<file path="src/rtl/stab_init_gen_pkg.sv">
// Shared definitions for the stabilizer-tableau front end: Pauli literal
// encoding, basis-mode codes and the initialiser FSM state type.
package qcm_stab_pkg;

  localparam logic [1:0] LIT_I = 2'b00;
  localparam logic [1:0] LIT_Z = 2'b01;
  localparam logic [1:0] LIT_X = 2'b10;
  localparam logic [1:0] LIT_Y = 2'b11;

  localparam logic MODE_Z = 1'b0;
  localparam logic MODE_X = 1'b1;

  typedef enum logic [1:0] {
    ST_IDLE = 2'd0,
    ST_EMIT = 2'd1,
    ST_DONE = 2'd2
  } state_t;

  // Diagonal literal of a product-state stabilizer row for the given basis.
  function automatic logic [1:0] basis_lit(input logic mode);
    return (mode == MODE_X) ? LIT_X : LIT_Z;
  endfunction

endpackage

</file>
<file path="src/rtl/stab_init_gen_if.sv">
// Control and row-stream bundle between the tableau initialiser (master)
// and its controller / stabilizer-matrix loader (slave).
interface stab_init_gen_if #(
  parameter int num_qubit = 3,
  parameter int IDX_W     = (num_qubit > 1) ? $clog2(num_qubit) : 1
) ();

  logic                 start;
  logic                 abort;
  logic                 mode;
  logic [num_qubit-1:0] basis_bits;
  logic                 ready_in;
  logic [1:0]           literals_out [0:num_qubit-1];
  logic                 phase_out;
  logic                 valid_out;
  logic [IDX_W-1:0]     row_idx_out;
  logic                 busy;
  logic                 done;

  modport master (
    input  start, abort, mode, basis_bits, ready_in,
    output literals_out, phase_out, valid_out, row_idx_out, busy, done
  );

  modport slave (
    output start, abort, mode, basis_bits, ready_in,
    input  literals_out, phase_out, valid_out, row_idx_out, busy, done
  );

endinterface

</file>
<file path="src/rtl/stab_init_gen_row_fmt.sv">
// Combinational formatter for stabilizer row k of a product state:
// one basis literal on the diagonal, identity elsewhere, sign from bits_q[k].
module stab_row_fmt
  import qcm_stab_pkg::*;
#(
  parameter int num_qubit = 3,
  parameter int IDX_W     = (num_qubit > 1) ? $clog2(num_qubit) : 1
) (
  input  logic [IDX_W-1:0]     k,
  input  logic                 mode_q,
  input  logic [num_qubit-1:0] bits_q,
  output logic [1:0]           literals [0:num_qubit-1],
  output logic                 phase
);

  always_comb begin
    for (int i = 0; i < num_qubit; i++) begin
      literals[i] = (IDX_W'(i) == k) ? basis_lit(mode_q) : LIT_I;
    end
    phase = bits_q[k];
  end

endmodule

</file>
<file path="src/rtl/stab_init_gen.sv">
// Product-state stabilizer-tableau initialiser: on start, streams num_qubit
// rows over a valid/ready handshake with abort and backpressure support.
module stab_init_gen
  import qcm_stab_pkg::*;
#(
  parameter int num_qubit = 3,
  parameter int IDX_W     = (num_qubit > 1) ? $clog2(num_qubit) : 1
) (
  input  logic           clk,
  input  logic           rst_new,
  stab_init_gen_if.master bus
);

  localparam logic [IDX_W-1:0] LAST = IDX_W'(num_qubit - 1);

  state_t               state_q, state_d;
  logic [IDX_W-1:0]     k_q, k_d;
  logic                 mode_q, mode_d;
  logic [num_qubit-1:0] bits_q, bits_d;

  logic [1:0]           lits_q [0:num_qubit-1];
  logic                 phase_q;
  logic                 valid_q;
  logic [IDX_W-1:0]     idx_q;
  logic                 busy_q;
  logic                 done_q;

  logic [1:0]           row_lits [0:num_qubit-1];
  logic                 row_phase;
  logic                 xfer;
  logic                 emit_d;

  assign xfer   = valid_q && bus.ready_in;
  assign emit_d = (state_d == ST_EMIT);

  always_ff @(posedge clk or posedge rst_new) begin
    if (rst_new) begin
      state_q <= ST_IDLE;
      k_q     <= '0;
      mode_q  <= MODE_Z;
      bits_q  <= '0;
    end else begin
      state_q <= state_d;
      k_q     <= k_d;
      mode_q  <= mode_d;
      bits_q  <= bits_d;
    end
  end

  always_comb begin
    state_d = state_q;
    k_d     = k_q;
    mode_d  = mode_q;
    bits_d  = bits_q;
    case (state_q)
      ST_IDLE: begin
        // abort outranks start so a controller can cancel a pending request
        if (!bus.abort && bus.start) begin
          state_d = ST_EMIT;
          k_d     = '0;
          mode_d  = bus.mode;
          bits_d  = bus.basis_bits;
        end
      end
      ST_EMIT: begin
        if (xfer && (k_q != LAST)) begin
          k_d = k_q + IDX_W'(1);
        end
        if (bus.abort) begin
          state_d = ST_IDLE;
        end else if (xfer && (k_q == LAST)) begin
          state_d = ST_DONE;
        end
      end
      ST_DONE: state_d = ST_IDLE;
      default: state_d = ST_IDLE;
    endcase
  end

  // The row is formatted from next-cycle state so outputs can be registered
  // without adding a cycle of latency.
  stab_row_fmt #(
    .num_qubit (num_qubit),
    .IDX_W     (IDX_W)
  ) u_row_fmt (
    .k        (k_d),
    .mode_q   (mode_d),
    .bits_q   (bits_d),
    .literals (row_lits),
    .phase    (row_phase)
  );

  always_ff @(posedge clk or posedge rst_new) begin
    if (rst_new) begin
      for (int i = 0; i < num_qubit; i++) lits_q[i] <= LIT_I;
      phase_q <= 1'b0;
      valid_q <= 1'b0;
      idx_q   <= '0;
      busy_q  <= 1'b0;
      done_q  <= 1'b0;
    end else begin
      for (int i = 0; i < num_qubit; i++) lits_q[i] <= emit_d ? row_lits[i] : LIT_I;
      phase_q <= emit_d && row_phase;
      valid_q <= emit_d;
      idx_q   <= emit_d ? k_d : '0;
      busy_q  <= emit_d;
      done_q  <= (state_d == ST_DONE);
    end
  end

  assign bus.literals_out = lits_q;
  assign bus.phase_out    = phase_q;
  assign bus.valid_out    = valid_q;
  assign bus.row_idx_out  = idx_q;
  assign bus.busy         = busy_q;
  assign bus.done         = done_q;

endmodule

</file>
<file path="src/flat_wrapper.sv">
// flat-port wrapper written by rule: the top's interface ports become plain ports
module stab_init_gen_flat import qcm_stab_pkg::*;
#(
  parameter int num_qubit = 3,
  parameter int IDX_W     = (num_qubit > 1) ? $clog2(num_qubit) : 1
)
  (clk, rst_new, bus_start, bus_abort, bus_mode, bus_basis_bits, bus_ready_in, bus_literals_out, bus_phase_out, bus_valid_out, bus_row_idx_out, bus_busy, bus_done);
  stab_init_gen_if #(.num_qubit(num_qubit), .IDX_W(IDX_W)) bus_i ();
  input  logic clk;
  input  logic rst_new;
  input wire logic [$bits(bus_i.start)-1:0] bus_start;
  input wire logic [$bits(bus_i.abort)-1:0] bus_abort;
  input wire logic [$bits(bus_i.mode)-1:0] bus_mode;
  input wire logic [$bits(bus_i.basis_bits)-1:0] bus_basis_bits;
  input wire logic [$bits(bus_i.ready_in)-1:0] bus_ready_in;
  output wire logic [$bits(bus_i.literals_out)-1:0] bus_literals_out;
  output wire logic [$bits(bus_i.phase_out)-1:0] bus_phase_out;
  output wire logic [$bits(bus_i.valid_out)-1:0] bus_valid_out;
  output wire logic [$bits(bus_i.row_idx_out)-1:0] bus_row_idx_out;
  output wire logic [$bits(bus_i.busy)-1:0] bus_busy;
  output wire logic [$bits(bus_i.done)-1:0] bus_done;
  assign bus_i.start = bus_start;
  assign bus_i.abort = bus_abort;
  assign bus_i.mode = bus_mode;
  assign bus_i.basis_bits = bus_basis_bits;
  assign bus_i.ready_in = bus_ready_in;
  assign bus_literals_out = {>>{bus_i.literals_out}};
  assign bus_phase_out = bus_i.phase_out;
  assign bus_valid_out = bus_i.valid_out;
  assign bus_row_idx_out = bus_i.row_idx_out;
  assign bus_busy = bus_i.busy;
  assign bus_done = bus_i.done;
  stab_init_gen #(.num_qubit(num_qubit), .IDX_W(IDX_W)) u_core (.clk(clk), .rst_new(rst_new), .bus(bus_i));
endmodule
</file>
<file path="config.mk">
export PLATFORM = sky130hd
export DESIGN_NAME = stab_init_gen_flat
export DESIGN_NICKNAME = d
export VERILOG_FILES = /design/src/rtl/stab_init_gen_pkg.sv /design/src/rtl/stab_init_gen_if.sv /design/src/rtl/stab_init_gen_row_fmt.sv /design/src/rtl/stab_init_gen.sv /design/src/flat_wrapper.sv
export SDC_FILE = /design/constraint.sdc
export NUM_CORES = 1
export LEC_CHECK = 0
export BUFFER_PORTS_ARGS = -buffer_cell sky130_fd_sc_hd__buf_2
export CORE_UTILIZATION = 49
export DETAILED_ROUTE_END_ITERATION = 12
export PLACE_DENSITY = 0.75
export SLEW_MARGIN = 5
export SYNTH_ARGS = -nofsm -noshare
export SYNTH_HDL_FRONTEND = slang
export SYNTH_HIERARCHICAL = 1
export SYNTH_SLANG_ARGS = --single-unit
</file>
<file path="constraint.sdc">
create_clock -name clk -period 2.4 [get_ports clk]
set_clock_uncertainty 0.1 [all_clocks]
set_input_delay 0.12 -clock clk [delete_from_list [all_inputs] [get_ports clk]]
set_output_delay 0.12 -clock clk [all_outputs]
set_load 0.02 [all_outputs]
</file>
==> impl_metrics.ini <==
[clock_tree]
cts_tree = done
cts_buffers = 3
cts-hold-fix-buffers = 4
cts_buffer_depth = 2
ctsRootBufferMaster = clkbuf_4
clkTransAtPathRegs_ns = 0.10
clock-sinks = 19
clkLatencyLatePin_ns = 0.29
postCtsSetupRepairBufs = 0
htree_levels = 1
cts_resized = 0

[synth]
synth_async_sr_flop_share_pct = 100
post-synth-top-area-cell = dfrtp_1
ys_top_cells_by_count = dfrtp_1 (19), nor2b_1 (7), inv_1 (6)
synth_top_area_share_pct = 58.9
synth_cells = 66
ys_ff_latch = 19
ys_top_cells_by_area = dfrtp_1 (59%), mux2_2 (5.6%), nor2b_1 (5.4%), nor3b_1 (3.7%), nor4b_4 (2.9%)
syn-num-nets = 76
synth-edff-count = 0
ys_seq_area_share_pct = 58.9
yosysMostFrequentCell = dfrtp_1
synth_flop_cell = dfrtp_1
synth_warnings = 6
syn-cell-area_sq_um = 807
synth.distinct_cells = 22
syn_area_per_cell_sq_um = 12.2

[global_routing]
grt_start_max_net_pins = 20
grt_pass1_vias = 544
grt_pass1_wl_mm = 2.31
antenna_found_initial = 0
grt_overflow = 0
grt_usage_pct = 17.6

[setup_path]
r2r_start = u_core/k_q[0]
crit_start = u_core/k_q[0]
end_kind = register
criticalPathCategory = register to register
cp_data_arrival_time_ns = 2.15
cp_max_fo = 9
cp.required_ns = 2.46
start_kind = register
r2r_slack_ns = 0.32

[power_and_ir_drop]
vdd_ir_drop_max_mv = 0.428
p_leak_uw = 0.000500
power-per-cell-area_nw_per_um2 = 705

[timing]
min_period_ns = 2.08
setup_viol_count_final = 0
setup_tns_ns = 0
worst_pin_slew_ns = 0.702
grt_setup_unrepaired = false
setup_ws_ns = 0.317
slew_viol_final = 0
fmax_ghz = 0.480
slew_headroom_pct = 53.1
fin_crit_sh_pct = 86.8
hold_violations = 0

[placement]
numPortBuffers = 20
gp_congestion = 0.675
dp_slack_ns = 0.339
hpwlAfterDp_microns = 925

[job]
maxCapViolations = 0

[finish]
fillers = 133
multiInputGateArea_sq_um = 302
drive_above_1_share_pct = 34.4
final_nets = 104
regArea_sq_um = 475
layout-area-overhead-vs-synth_pct = 22.2
antenna_cells = 0

[die]
die_w_microns = 42.6
die-area_sq_um = 1810
die_h_microns = 42.6
pin_count = 21
rows = 14
start_util_pct = 53.0
core_sq_um = 1520

[drt]
drc = 0
first_iter_violations = 7
drt_wl_total_mm = 1.32
vias = 561
dr.pass1.iters = 4
ant_nets = 0
vias_per_cell = 5.15
avgRoutedWirePerCell_microns = 12.1

[hold_path]
hold_start = bus_mode
hold_class = input port to register

[status]
outcome = completed
==> sequential cells by signal (all words and copies together) (netlist names) <==
signal,cells
u_core/bus.done,1
u_core/state_q,2
u_core/mode_q,1
u_core/bus.row_idx_out,2
u_core/bus.phase_out,1
u_core/bus.busy,1
u_core/bits_q,3
u_core/bus.literals_out,6
u_core/k_q,2
==> worst max-delay path, stage by stage, from the launching register on <==
cell,delay (ns)
dfrtp_1,0.37
inv_1,0.05
ha_1,0.19
nand3b_1,0.20
nor2_1,0.14
xnor2_1,0.10
nor2_1,0.42
and3b_2,0.26
nor2b_1,0.12
==> per-layer routing <==
metal / share of wire (%) / track usage [%] / wire length [microns] / vias up
met5: 0 / 0 / 0 / -
met4: 1.5 / 5.63 / 20 / 0
met3: 3.9 / 5.17 / 52 / 3
met2: 50 / 27.4 / 662 / 15
met1: 44 / 23.8 / 589 / 266
li1: - / - / - / 277
==> path summary, 6_finish.rpt <==
check / endpoint / cells past startpoint
worst max-delay path: u_core/bus.literals_out[1] / 8
worst min-delay path: u_core/mode_q / 2
worst max register to register: u_core/bus.literals_out[1] / 8
worst min register to register: u_core/bits_q[0] / 1
max in group asynchronous: u_core/bus.literals_out[2] / 3
min in group asynchronous: u_core/mode_q / 3
==> where the power goes <==
part / leakage (uW) / switching, uW / internal (uW)
combinational: 0.000234 / 93.1 / 73.8
clock: 0.0000150 / 91.0 / 64.7
sequential: 0.000251 / 16.5 / 356
total: 0.000500 / 201 / 494
==> placed cells by master (no fill, tap or decap) <==
master,count
a21oi_1,2
a31oi_2,1
a41oi_1,1
and3b_2,2
buf_2,20
clkbuf_1,1
clkbuf_4,3
dfrtp_1,19
dlygate4sd3_1,4
ha_1,1
inv_1,6
mux2_2,4
mux2i_1,1
nand2_1,2
nand2b_1,1
nand3_1,1
nand3b_1,2
nor2_1,5
nor2b_1,7
nor3_1,2
nor3b_1,4
nor4b_4,1
o21ai_0,1
o21ai_2,1
xnor2_1,1
==> logic make-up (layout without fill, tap and decap cells) <==
kind of cell / Yosys count / after routing / synth area share [%]
AO/OA/AOI/OAI: 6 / 6 / 5.58
XOR/XNOR: 1 / 1 / 1.09
adder cells (fa/ha/maj): 1 / 1 / 1.55
buffers and inverters: 7 / 34 / 3.72
flip-flops: 19 / 19 / 58.9
multiplexers: 5 / 5 / 6.82
AND/OR/NAND/NOR: 27 / 27 / 22.3
==> layout make-up <==
| class | count | area share, % |
|---|---|---|
| flip-flops and latches | 19 | 48.2 |
| multi-input cells | 40 | 30.6 |
| repair buffers | 24 | 14.2 |
| inverters | 6 | 2.28 |
| clock buffers | 4 | 2.66 |
| well taps | 16 | 2.03 |
==> through the flow <==
stage / std cells / area [sq um] / total power (uW) / hold slack, ns / util, %
floorplan: 66 / 807 / 499 / -0.0289 / -
global placement: 101 / 920 / 538 / 0.161 / 60.3
detailed placement: 101 / 920 / 540 / 0.175 / 60.3
CTS: 109 / 986 / 701 / 0.0382 / 64.7
global route: 109 / 986 / 742 / 0.0473 / 64.7
finish: 109 / 986 / 695 / 0.0474 / 64.7
No activity file was read; power rests on OpenSTA's default activity.
